===== src/rtl/wave_mon_pkg.sv =====
// Shared types and defaults for the wave_monitor measurement block.
package wave_mon_pkg;

    localparam int DEF_DATA_W = 12;
    localparam int DEF_FCNT_W = 24;
    localparam int MID_RESET  = 2048;

    typedef enum logic [1:0] {
        ST_UNKNOWN = 2'd0,
        ST_LOW     = 2'd1,
        ST_HIGH    = 2'd2
    } schmitt_state_e;

endpackage


===== src/rtl/schmitt_edge_detector.sv =====
// Schmitt-trigger state machine; flags a low-to-high crossing of hi_th in the
// same cycle as the sample that causes it.
module schmitt_edge_detector
    import wave_mon_pkg::*;
#(
    parameter int DATA_W = DEF_DATA_W
) (
    input  logic              clk,
    input  logic              rst,
    input  logic              valid,
    input  logic [DATA_W-1:0] sample,
    input  logic [DATA_W-1:0] hi_th,
    input  logic [DATA_W-1:0] lo_th,
    input  logic [DATA_W-1:0] mid,
    output logic              rise
);

    schmitt_state_e state, state_next;

    // NOTE: state registers use non-blocking assignments so every flop samples
    // pre-edge values regardless of process ordering.
    always_ff @(posedge clk or posedge rst) begin
        if (rst) state <= ST_UNKNOWN;
        else     state <= state_next;
    end

    // NOTE: defaults first, so no path through the case leaves an output
    // unassigned and infers a latch.
    always_comb begin
        state_next = state;
        rise       = 1'b0;
        if (valid) begin
            case (state)
                ST_UNKNOWN: state_next = (sample >= mid) ? ST_HIGH : ST_LOW;
                ST_LOW: begin
                    if (sample >= hi_th) begin
                        state_next = ST_HIGH;
                        rise       = 1'b1;
                    end
                end
                ST_HIGH: begin
                    if (sample <= lo_th) state_next = ST_LOW;
                end
                default: state_next = ST_UNKNOWN;
            endcase
        end
    end

endmodule


===== src/rtl/wave_monitor.sv =====
// Gated frequency / peak-to-peak measurement of a sample stream; results are
// latched once per gate window with a one-cycle result_valid strobe.
module wave_monitor
    import wave_mon_pkg::*;
#(
    parameter int DATA_W      = DEF_DATA_W,
    parameter int GATE_CYCLES = 50_000_000,
    parameter int HYST        = 64,
    parameter int FCNT_W      = DEF_FCNT_W
) (
    input  logic              clk,
    input  logic              rst,
    input  logic              sample_valid,
    input  logic [DATA_W-1:0] sample,
    output logic [FCNT_W-1:0] freq_cnt,
    output logic [DATA_W-1:0] vmax,
    output logic [DATA_W-1:0] vmin,
    output logic [DATA_W-1:0] vpp,
    output logic              no_signal,
    output logic              result_valid
);

    localparam int GATE_W = (GATE_CYCLES > 1) ? $clog2(GATE_CYCLES) : 1;

    logic [GATE_W-1:0] gate_cnt;
    logic              window_end;
    logic              s_valid_q;
    logic [DATA_W-1:0] s_q;
    logic [DATA_W-1:0] mid, hi_th, lo_th;
    logic [DATA_W:0]   hi_sum, mid_sum;
    logic              rise;
    logic [FCNT_W-1:0] edge_cnt, edge_next;
    logic              loaded, cur_loaded;
    logic [DATA_W-1:0] run_max, run_min, cur_max, cur_min;

    assign window_end = (gate_cnt == GATE_W'(GATE_CYCLES - 1));

    // Saturating thresholds around the midpoint.
    assign hi_sum = {1'b0, mid} + (DATA_W+1)'(HYST);
    assign hi_th  = (hi_sum > {1'b0, {DATA_W{1'b1}}}) ? {DATA_W{1'b1}} : hi_sum[DATA_W-1:0];
    assign lo_th  = ({1'b0, mid} >= (DATA_W+1)'(HYST)) ? (mid - DATA_W'(HYST)) : '0;

    schmitt_edge_detector #(.DATA_W(DATA_W)) u_schmitt (
        .clk    (clk),
        .rst    (rst),
        .valid  (s_valid_q),
        .sample (s_q),
        .hi_th  (hi_th),
        .lo_th  (lo_th),
        .mid    (mid),
        .rise   (rise)
    );

    // Running values including this cycle's registered sample, so the window
    // end sees its own last sample and crossing.
    always_comb begin
        edge_next  = (rise && (edge_cnt != {FCNT_W{1'b1}})) ? edge_cnt + FCNT_W'(1) : edge_cnt;
        cur_loaded = loaded | s_valid_q;
        cur_max    = run_max;
        cur_min    = run_min;
        if (s_valid_q) begin
            cur_max = (!loaded || (s_q > run_max)) ? s_q : run_max;
            cur_min = (!loaded || (s_q < run_min)) ? s_q : run_min;
        end
        mid_sum = {1'b0, cur_max} + {1'b0, cur_min};
    end

    always_ff @(posedge clk or posedge rst) begin
        if (rst) begin
            s_valid_q <= 1'b0;
            s_q       <= '0;
        end else begin
            s_valid_q <= sample_valid;
            s_q       <= sample;
        end
    end

    always_ff @(posedge clk or posedge rst) begin
        if (rst) begin
            gate_cnt     <= '0;
            edge_cnt     <= '0;
            loaded       <= 1'b0;
            run_max      <= '0;
            run_min      <= '0;
            mid          <= DATA_W'(MID_RESET);
            freq_cnt     <= '0;
            vmax         <= '0;
            vmin         <= '0;
            vpp          <= '0;
            no_signal    <= 1'b0;
            result_valid <= 1'b0;
        end else if (window_end) begin
            gate_cnt     <= '0;
            edge_cnt     <= '0;
            loaded       <= 1'b0;
            result_valid <= 1'b1;
            if (cur_loaded) begin
                freq_cnt  <= edge_next;
                vmax      <= cur_max;
                vmin      <= cur_min;
                vpp       <= cur_max - cur_min;
                no_signal <= 1'b0;
                mid       <= DATA_W'(mid_sum >> 1);
            end else begin
                freq_cnt  <= '0;
                vmax      <= '0;
                vmin      <= '0;
                vpp       <= '0;
                no_signal <= 1'b1;
            end
        end else begin
            gate_cnt     <= gate_cnt + GATE_W'(1);
            edge_cnt     <= edge_next;
            loaded       <= cur_loaded;
            run_max      <= cur_max;
            run_min      <= cur_min;
            result_valid <= 1'b0;
        end
    end

endmodule


===== config.mk =====
export PLATFORM = sky130hd
export DESIGN_NAME = wave_monitor
export DESIGN_NICKNAME = d
export VERILOG_FILES = /design/src/rtl/wave_mon_pkg.sv /design/src/rtl/schmitt_edge_detector.sv /design/src/rtl/wave_monitor.sv
export SDC_FILE = /design/constraint.sdc
export NUM_CORES = 1
export LEC_CHECK = 0
export CAP_MARGIN = 5
export CORE_MARGIN = 4
export CORE_UTILIZATION = 59
export DETAILED_ROUTE_END_ITERATION = 7
export PLACE_DENSITY = 0.8
export SETUP_SLACK_MARGIN = 0.2
export SYNTH_ARGS = -nofsm -noshare
export SYNTH_HDL_FRONTEND = slang
export SYNTH_SLANG_ARGS = --single-unit

===== constraint.sdc =====
create_clock -name clk -period 5.85 [get_ports clk]
set_input_delay 0.8775 -clock clk [delete_from_list [all_inputs] [get_ports clk]]
set_output_delay 0.8775 -clock clk [all_outputs]
set_load 0.005 [all_outputs]

==> impl_metrics.env, run 1 <==
export IMPL_status="finished, final reports clean"
export IMPL_cp_max_fo=9
export IMPL_grt_pass1_wl_um=36300
export IMPL_synth_top_cell_area_share_pct=42.5
export IMPL_wirelength_um=21800
export IMPL_grt_pass1_vias=7092
export IMPL_r2r_start="s_q[11]"
export IMPL_synthTopCellsByArea="dfrtp_1, ha_1, nand2_1"
export IMPL_synth_top_area_cell="dfrtp_1"
export IMPL_tns_ps=0
export IMPL_synth_async_reset_ratio_pct=100
export IMPL_power_frac_clock_pct=25.8
export IMPL_start_util_pct=60.4
export IMPL_ys_ff_latch=164
export IMPL_seqPwrFrac_pct=31.3
export IMPL_clk_pin_slew_ps=70
export IMPL_final_cell_mix="dfrtp_1, nand2_1, nor2_1"
export IMPL_min_period_ps=4800
export IMPL_fmax_mhz=208
export IMPL_fp_dieH_um=136
export IMPL_grtUsageTotal_pct=24.9
export IMPL_max_clock_path_buffers=2
export IMPL_rsz0062_at_grt="false"
export IMPL_wl_met1_um=10200
export IMPL_first_iter_violations=535
export IMPL_antenna_left=0
export IMPL_via_per_inst=5.65
export IMPL_final_util_pct=70.1
export IMPL_internal_power_w=0.00267
export IMPL_post_dp_cell_area_sq_mm=0.0106
export IMPL_cp_arrival_ps=5110
export IMPL_fin_crit_sh_pct=82.1
export IMPL_hold_buffers=0
export IMPL_synth_area_sq_mm=0.00960
export IMPL_synth_fp_nets=1104
export IMPL_fin_skew_ps=8.67
export IMPL_power_density_mw_per_mm2=386
export IMPL_wl_met2_um=10000
export IMPL_final_cells=1293
export IMPL_synth_edff_count=0
export IMPL_fin_area_sq_mm=0.0111
export IMPL_worst_slew_margin_rel_pct=24.3
export IMPL_ios=77
export IMPL_syn_area_per_cell_sq_um=9.61
export IMPL_grt_max_degree=70
export IMPL_yosysSeqAreaShare_pct=42.8
export IMPL_endpoint_kind="register"
export IMPL_power_switching_w=0.00163
export IMPL_cts_tree="yes"
export IMPL_max_vdd_ir_drop_mv=0.279
export IMPL_post_cts_repair_setup_buffers=0
export IMPL_top_layer="met4"
export IMPL_drive_gt1_share_pct=9.56
export IMPL_p_leak_nw=5.10
export IMPL_overflow=0
export IMPL_clock_sinks=164
export IMPL_layout_commonest_cell="dfrtp_1"
export IMPL_synth_cell_types=62
export IMPL_min_from="gate_cnt[0]"
export IMPL_final_net_count=1169
export IMPL_dieArea_sq_mm=0.0184
export IMPL_power_frac_comb_pct=42.9
export IMPL_cts_resized=0
export IMPL_path_class="register to register"
export IMPL_io_buffers=76
export IMPL_gp_congestion=0.928
export IMPL_wl_per_cell_um=16.9
export IMPL_vias=7310
export IMPL_ys_flop_type="dfrtp_1"
export IMPL_met3_length_um=901
export IMPL_maxCapViolCount=0
export IMPL_place_inst=1261
export IMPL_n_antenna_cell=0
export IMPL_area_delta_synth_final_pct=16.0
export IMPL_synthCells=999
export IMPL_hold_viol_final=0
export IMPL_cp_required_ps=6160
export IMPL_startpoint_type="register"
export IMPL_switching_share_pct=37.8
export IMPL_setup_viol=0
export IMPL_drt_pass1_iter_count=5
export IMPL_cts_inserted_buffers=17
export IMPL_num_rows=46
export IMPL_fin_total_pwr_w=0.00430
export IMPL_hp_class="register to register"
export IMPL_crit_start="s_q[11]"
export IMPL_antenna_found_initial=0
export IMPL_cts_root_buf="clkbuf_16"
export IMPL_die_w_um=136
export IMPL_core_area_sq_mm=0.0159
export IMPL_place_hpwl_um=15700
export IMPL_worst_slew_pin_slew_ps=1130
export IMPL_clock_latency_ps=440
export IMPL_cts_htree_levels=4
export IMPL_drv_slew=0
export IMPL_yosys_warnings=0
export IMPL_remaining_drc_errors=0
[layout make-up]
cell class | count | area (sq um)
Clock inverter | 13 | 140
Multi-Input combinational cell | 727 | 5090
Clock buffer | 19 | 443
Fill cell | 1219 | 4750
Inverter | 70 | 268
Tap cell | 216 | 270
Sequential cell | 164 | 4110
Timing Repair Buffer | 84 | 821
[registers in the layout, indices dropped and copies added (netlist names)]
signal / flops
gate_cnt: 26
edge_cnt: 24
freq_cnt: 24
mid: 12
run_max: 12
run_min: 12
s_q: 12
vmax: 12
vmin: 12
vpp: 12
u_schmitt.state: 2
loaded: 1
no_signal: 1
result_valid: 1
s_valid_q: 1
[Yosys cell counts (all sizes together), types with 3 or more instances]
master / number
buf: 9
xor2: 26
xnor2: 42
mux2: 38
nand3: 37
inv: 70
and3: 12
o211ai: 3
a21oi: 31
and4: 4
or4: 5
or2: 3
nor4b: 3
nor2b: 10
or3: 7
nor2: 95
nor3: 17
nor4: 20
o41ai: 3
nand2b: 9
o21ai: 43
a21o: 14
nand4: 13
dfrtp: 163
mux2i: 14
nand2: 128
o31ai: 33
clkbuf: 29
ha: 88
[per-stage QoR]
step                      worst slack [ps]  hold slack, ps
after floorplan                        541             433
after global placement                1270             450
after detailed placement              1150             458
after CTS                             1110             467
after global routing                   751             499
final                                 1050             467
[critical path, cell delays in order (launching register included)]
cell and delay (ps):
dfrtp_1 500, ha_1 340, and3_1 200, nand4_1 120, a21oi_1 140, nor4b_1 70
a31oi_1 530, buf_4 300, mux2_2 380, ha_1 370, nor2b_1 180, o21ai_0 210
a21boi_0 200, or4_1 480, a41o_1 250, a21oi_1 160, xor2_1 150, o21ai_0 80
[power groups by stage]
stage               registers (W)  logic, W  clock network (W)
floorplan                 0.00133   0.00146                  0
global placement          0.00136   0.00179                  0
detailed placement        0.00137   0.00182                  0
CTS                       0.00134   0.00183            0.00113
global route              0.00136   0.00206            0.00117
finish                    0.00134   0.00184            0.00111
[metal layers]
metal,vias up,global-route usage [%]
li1,3588,-
met1,3505,35.6
met2,170,38.8
met3,47,3.57
met4,0,9.74
met5,-,0
[kinds of logic (layout without fill, tap and decap cells)]
kind of cell             Yosys count  after routing  synth area share (%)
adder cells (fa/ha/maj)           91             91                  12.0
multiplexers                      52             52                  5.92
buffers and inverters            108            186                  4.43
flip-flops                       164            164                  42.8
XOR/XNOR                          68             68                  6.21
AO/OA/AOI/OAI                    151            151                  10.3
AND/OR/NAND/NOR                  365            365                  18.3
[path summary, 6_finish.rpt]
path / cells after the start / slack (ps) / endpoint
worst max-delay path: 17 / 1050 / vpp[10]
worst min-delay path: 1 / 470 / gate_cnt[0]
worst max register to register: 17 / 1050 / vpp[10]
worst min register to register: 1 / 470 / gate_cnt[0]
max in group asynchronous: 3 / 3750 / gate_cnt[14]
min in group asynchronous: 2 / 900 / s_q[1]
No activity file was read; power rests on OpenSTA's default activity.
==> run 2, diff against run 1 <==
--- a/config.mk
+++ b/config.mk
@@ -7,9 +7,9 @@
 export LEC_CHECK = 0
 export CAP_MARGIN = 5
 export CORE_MARGIN = 4
-export CORE_UTILIZATION = 59
+export CORE_UTILIZATION = 53
 export DETAILED_ROUTE_END_ITERATION = 7
-export PLACE_DENSITY = 0.8
+export PLACE_DENSITY = 0.76
 export SETUP_SLACK_MARGIN = 0.2
 export SYNTH_ARGS = -nofsm -noshare
 export SYNTH_HDL_FRONTEND = slang
==> constraint.sdc (replaced) <==
create_clock -name clk -period 4.02 [get_ports clk]
set_input_delay 0.603 -clock clk [delete_from_list [all_inputs] [get_ports clk]]
set_output_delay 0.603 -clock clk [all_outputs]
set_load 0.005 [all_outputs]
==> impl_metrics.env, run 2 (synthesized netlist as in run 1, its figures left out) <==
export IMPL_status="finished with violations"
export IMPL_overflow=0
export IMPL_via_per_inst=5.97
export IMPL_tns_ps=-1590
export IMPL_cts_root_buf="clkbuf_16"
export IMPL_antenna_found_initial=0
export IMPL_hp_class="register to register"
export IMPL_clock_sinks=164
export IMPL_core_area_sq_mm=0.0175
export IMPL_die_w_um=143
export IMPL_layout_commonest_cell="dfrtp_1"
export IMPL_worst_slew_pin_slew_ps=1080
export IMPL_grt_pass1_wl_um=42100
export IMPL_min_to="gate_cnt[0]"
export IMPL_area_delta_synth_final_pct=37.3
export IMPL_internal_power_w=0.00499
export IMPL_seqPwrFrac_pct=23.7
export IMPL_place_inst=1349
export IMPL_power_frac_comb_pct=57.6
export IMPL_num_fill_cells=1066
export IMPL_cpMaxStageDelayCell="or4_4"
export IMPL_reg_top3="gate_cnt: 26 flops, edge_cnt: 24 flops, freq_cnt: 24 flops"
export IMPL_place_hpwl_um=17300
export IMPL_r2r_start="mid[6]"
export IMPL_hold_viol_final=0
export IMPL_final_cells=1418
export IMPL_wl_per_cell_um=20.0
export IMPL_cp_arrival_ps=4470
export IMPL_largest_reg_flops=26
export IMPL_cp_num_buf_inv=5
export IMPL_cp_max_fo=6
export IMPL_max_vdd_ir_drop_mv=0.641
export IMPL_reg2reg_to="freq_cnt[7]"
export IMPL_num_rows=48
export IMPL_power_switching_w=0.00329
export IMPL_drv_slew=0
export IMPL_max_clock_path_buffers=2
export IMPL_clock_latency_ps=440
export IMPL_maxCapViolCount=0
export IMPL_critPathMaxStageDelay_ps=490
export IMPL_rrSetupSlack_ps=-150
export IMPL_hold_buffers=0
export IMPL_startpoint_type="register"
export IMPL_min_from="gate_cnt[0]"
export IMPL_n_antenna_cell=0
export IMPL_cts_htree_levels=4
export IMPL_path_class="register to register"
export IMPL_crit_top_cell="buf_4"
export IMPL_setup_viol=28
export IMPL_p_leak_nw=5.99
export IMPL_seq_area_sq_mm=0.00411
export IMPL_dieArea_sq_mm=0.0203
export IMPL_min_period_ps=4170
export IMPL_multi_input_area_sq_mm=0.00620
export IMPL_drive_gt1_share_pct=29.8
export IMPL_first_iter_violations=838
export IMPL_endpoint_kind="register"
export IMPL_fp_dieH_um=143
export IMPL_remaining_drc_errors=0
export IMPL_ios=77
export IMPL_top_register="gate_cnt"
export IMPL_fin_total_pwr_w=0.00828
export IMPL_fmax_mhz=240
export IMPL_violations="negative setup slack"
export IMPL_io_buffers=76
export IMPL_fin_crit_sh_pct=104
export IMPL_start_util_pct=54.7
export IMPL_grtUsageTotal_pct=26.1
export IMPL_wirelength_um=28400
export IMPL_power_density_mw_per_mm2=629
export IMPL_final_net_count=1286
export IMPL_rsz0062_at_grt="true"
export IMPL_power_frac_clock_pct=18.7
export IMPL_hold_slack_ps=463
export IMPL_grt_pass1_vias=8311
export IMPL_antenna_left=0
export IMPL_crit_chain="inv_2 > ha_2 > nor2_4 > nand2_4 > nor4_4 > buf_4 > maj3_2 > and4_4 > nor2_1 > ha_1 > a21o_1 > a211oi_4 > o211ai_1 > a21oi_2 > buf_4 > buf_6 > or4_4 > buf_4 > nor3_4 > xnor2_2 > o21ai_1"
export IMPL_drt_pass1_iter_count=5
export IMPL_gp_congestion=0.925
export IMPL_worst_slack_ps=-151
export IMPL_critPathTopFamily="simple AND/OR/NAND/NOR gates"
export IMPL_cp_required_ps=4320
export IMPL_cts_inserted_buffers=17
export IMPL_min_path_cells=1
export IMPL_clk_pin_slew_ps=70
export IMPL_final_cell_mix="dfrtp_1, nand2_1, buf_4"
export IMPL_grt_max_degree=99
export IMPL_switching_share_pct=39.7
export IMPL_reg2reg_depth=21
export IMPL_worst_slew_margin_rel_pct=28.2
export IMPL_fin_skew_ps=10.3
export IMPL_vias=8461
export IMPL_cts_tree="yes"
==> run 2: how the worst max path moves through the flow <==
stage               startpoint      endpoint  slack, ps  cells past startpoint
finish                  mid[6]   freq_cnt[7]       -150                     21
global route            mid[6]   freq_cnt[7]       -250                     21
CTS                     s_q[1]       vpp[10]          9                     17
detailed placement      s_q[9]        mid[9]       -430                     18
global placement        mid[7]  freq_cnt[19]       -360                     18
floorplan               mid[6]  freq_cnt[19]        200                     18
==> run 2: routing by layer <==
layer	wire, um	vias to the layer above	track usage [%]
li1	-	3831	-
met1	11700	4153	35.1
met2	13900	366	42.7
met3	1490	111	3.60
met4	1270	0	10.7
met5	0	-	0
==> run 2: power by group through the flow <==
| stage | registers (W) | logic [W] | clock network [W] |
|---|---|---|---|
| final | 0.00196 | 0.00477 | 0.00155 |
| after global routing | 0.00198 | 0.00508 | 0.00163 |
| after CTS | 0.00194 | 0.00386 | 0.00156 |
| after detailed placement | 0.00196 | 0.00325 | 0 |
| after global placement | 0.00196 | 0.00319 | 0 |
| after floorplan | 0.00194 | 0.00217 | 0 |
==> run 2: cell type report <==
class                           count  share of cell area [%]
Clock buffer                       18                    3.26
Clock inverter                     13                   0.855
Inverter                           70                    2.04
Multi-Input combinational cell    730                    47.1
Sequential cell                   164                    31.2
Tap cell                          225                    2.14
Timing Repair Buffer              198                    13.4
==> run 2: what timing repair did <==
item / in CTS / in global routing
endpoints found under the setup margin: 66 / 61
hold endpoints to repair: 0 / 0
pin swaps: 42 / 48
cloned: 3 / 0
setup buffers: 19 / 16
resized for setup: 100 / 101
==> run 2: through the flow <==
stage | area (sq um) | setup slack [ps] | util [%]
after floorplan | 9650 | 200 | -
after global placement | 11200 | -357 | 64.0
after detailed placement | 11200 | -430 | 64.0
after CTS | 12500 | 8.85 | 71.3
after global routing | 13200 | -252 | 75.1
final | 13200 | -151 | 75.1
==> run 2: worst register-to-register path: stages, from the launching register on <==
cell and delay (ps):
dfrtp_1 390, inv_2 80, ha_2 200, nor2_4 100, nand2_4 70, nor4_4 300
buf_4 170, maj3_2 200, and4_4 300, nor2_1 70, ha_1 300, a21o_1 170
a211oi_4 90, o211ai_1 110, a21oi_2 70, buf_4 150, buf_6 110, or4_4 490
buf_4 180, nor3_4 200, xnor2_2 180, o21ai_1 100
==> run 3, diff against run 2 <==
==> constraint.sdc (replaced) <==
create_clock -name clk -period 3.8 [get_ports clk]
set_input_delay 0.57 -clock clk [delete_from_list [all_inputs] [get_ports clk]]
set_output_delay 0.57 -clock clk [all_outputs]
set_load 0.005 [all_outputs]
==> impl_metrics.env, run 3 (synthesized netlist as in run 1, its figures left out) <==
export IMPL_status="finished with violations"
export IMPL_violations="negative setup slack"
export IMPL_drv_slew=0
export IMPL_grt_max_degree=104
export IMPL_place_hpwl_um=17000
export IMPL_final_net_count=1307
export IMPL_worst_slew_pin_slew_ps=1050
export IMPL_fin_skew_ps=12.0
export IMPL_power_frac_clock_pct=18.7
export IMPL_internal_power_w=0.00551
export IMPL_antenna_left=0
export IMPL_switching_share_pct=39.9
export IMPL_die_w_um=143
export IMPL_wirelength_um=28600
export IMPL_met3_length_um=1940
export IMPL_wl_met2_um=13900
export IMPL_setup_viol=57
export IMPL_drive_gt1_share_pct=30.4
export IMPL_top_register="gate_cnt"
export IMPL_cts_root_buf="clkbuf_16"
export IMPL_core_area_sq_mm=0.0175
export IMPL_fp_dieH_um=143
export IMPL_layout_commonest_cell="dfrtp_1"
export IMPL_worst_slew_margin_rel_pct=30.2
export IMPL_io_buffers=76
export IMPL_tns_ps=-8020
export IMPL_clock_sinks=164
export IMPL_fin_area_sq_mm=0.0134
export IMPL_overflow=0
export IMPL_seqPwrFrac_pct=22.4
export IMPL_top_layer="met4"
export IMPL_path_class="register to register"
export IMPL_power_density_mw_per_mm2=685
export IMPL_cts_tree="yes"
export IMPL_vias=8517
export IMPL_power_frac_comb_pct=58.9
export IMPL_start_util_pct=54.7
export IMPL_power_switching_w=0.00366
export IMPL_min_period_ps=4250
export IMPL_drt_pass1_iter_count=7
export IMPL_first_iter_violations=725
export IMPL_grtUsageTotal_pct=25.8
export IMPL_endpoint_kind="register"
export IMPL_hold_viol_final=0
export IMPL_largest_reg_flops=26
export IMPL_max_vdd_ir_drop_mv=0.478
export IMPL_cp_max_fo=9
export IMPL_grt_pass1_wl_um=42100
export IMPL_via_per_inst=5.91
export IMPL_wl_met1_um=11900
export IMPL_hp_class="register to register"
export IMPL_grt_pass1_vias=8294
export IMPL_clock_latency_ps=440
export IMPL_maxCapViolCount=0
export IMPL_num_rows=48
export IMPL_rsz0062_at_grt="true"
export IMPL_cts_inserted_buffers=17
export IMPL_post_dp_cell_area_sq_mm=0.0116
export IMPL_cts_htree_levels=4
export IMPL_final_cell_mix="dfrtp_1, nand2_1, buf_4"
export IMPL_wl_per_cell_um=19.9
export IMPL_worst_slack_ps=-451
export IMPL_fin_crit_sh_pct=112
export IMPL_n_antenna_cell=0
export IMPL_dieArea_sq_mm=0.0203
export IMPL_reg_top3="gate_cnt: 26 flops, edge_cnt: 24 flops, freq_cnt: 24 flops"
export IMPL_startpoint_type="register"
export IMPL_ios=77
export IMPL_cp_required_ps=4130
export IMPL_antenna_found_initial=0
export IMPL_cp_arrival_ps=4580
export IMPL_gp_congestion=0.906
export IMPL_clk_pin_slew_ps=70
export IMPL_p_leak_nw=6.19
export IMPL_max_clock_path_buffers=2
export IMPL_area_delta_synth_final_pct=39.4
export IMPL_remaining_drc_errors=0
export IMPL_fmax_mhz=235
==> run 3: cell count changes in the layout (fill, tap and decap cells not counted), moves of 4 or more <==
cell,change
buf_4,+19
clkinv_4,+4
ha_1,+10
ha_2,-4
ha_4,-6
inv_6,-4
==> run 3: worst max-delay path: stages, from the launching register on <==
cell and delay, ps:
dfrtp_2 410, buf_6 140, ha_1 300, nand2_1 100, nor2_1 90, a2111oi_4 360
o31a_1 290, o21ai_4 90, buf_12 160, buf_6 150, mux2i_1 130, buf_4 170
buf_4 140, inv_1 50, ha_1 280, inv_1 120, a21oi_2 190, o41ai_4 110
o41ai_2 360, nor2_1 120, buf_4 150, o41ai_2 220
==> run 3: final timing paths <==
| kind | from | end | slack, ps | depth (start not counted) |
|---|---|---|---|---|
| worst max-delay path | s_q[6] | mid[11] | -450 | 21 |
| worst min register to register | gate_cnt[0] | gate_cnt[0] | 460 | 1 |
| worst max register to register | s_q[6] | mid[11] | -450 | 21 |
| max in group asynchronous | rst | edge_cnt[6] | 2680 | 3 |
| worst min-delay path | gate_cnt[0] | gate_cnt[0] | 460 | 1 |
| min in group asynchronous | rst | vpp[1] | 600 | 3 |
==> run 3: power groups by stage <==
stage          Sequential (W)  Combinational, W  Clock (W)
6_report              0.00206           0.00540    0.00171
5_1_grt               0.00208           0.00570    0.00181
4_1_cts               0.00204           0.00440    0.00170
3_5_place_dp          0.00206           0.00393          0
3_3_place_gp          0.00205           0.00383          0
2_1_floorplan         0.00206           0.00250          0
==> run 3: metal layers <==
metal	global-route usage, %	vias to the layer above
met5	0	-
met4	7.35	0
met3	4.40	93
met2	41.7	384
met1	36.0	4162
li1	-	3878
==> run 3: per-stage QoR <==
stage	hold slack [ps]	setup WS [ps]	total power, W	cells	utilization (%)
CTS	462	-259	0.00815	1421	73.0
floorplan	433	31.1	0.00456	999	-
finish	463	-451	0.00917	1440	76.3
detailed placement	452	-349	0.00599	1376	66.2
global placement	450	-280	0.00588	1376	66.2
global route	484	-588	0.00958	1440	76.3
==> run 3: final cells by class <==
class,count,area (sq um)
clock buffer,20,467
clock inverter,12,111
fill,1038,4150
inverter,70,269
multi-input combinational,727,6130
sequential,164,4120
tap,225,282
timing repair buffer,222,2010
==> run 3: what timing repair did <==
item,CTS,global route
setup endpoints to repair,67,69
setup buffers,12,19
resized for setup,99,76
hold endpoints to repair,0,0
pin swaps,44,41
cloned,1,0
hold buffers,0,0
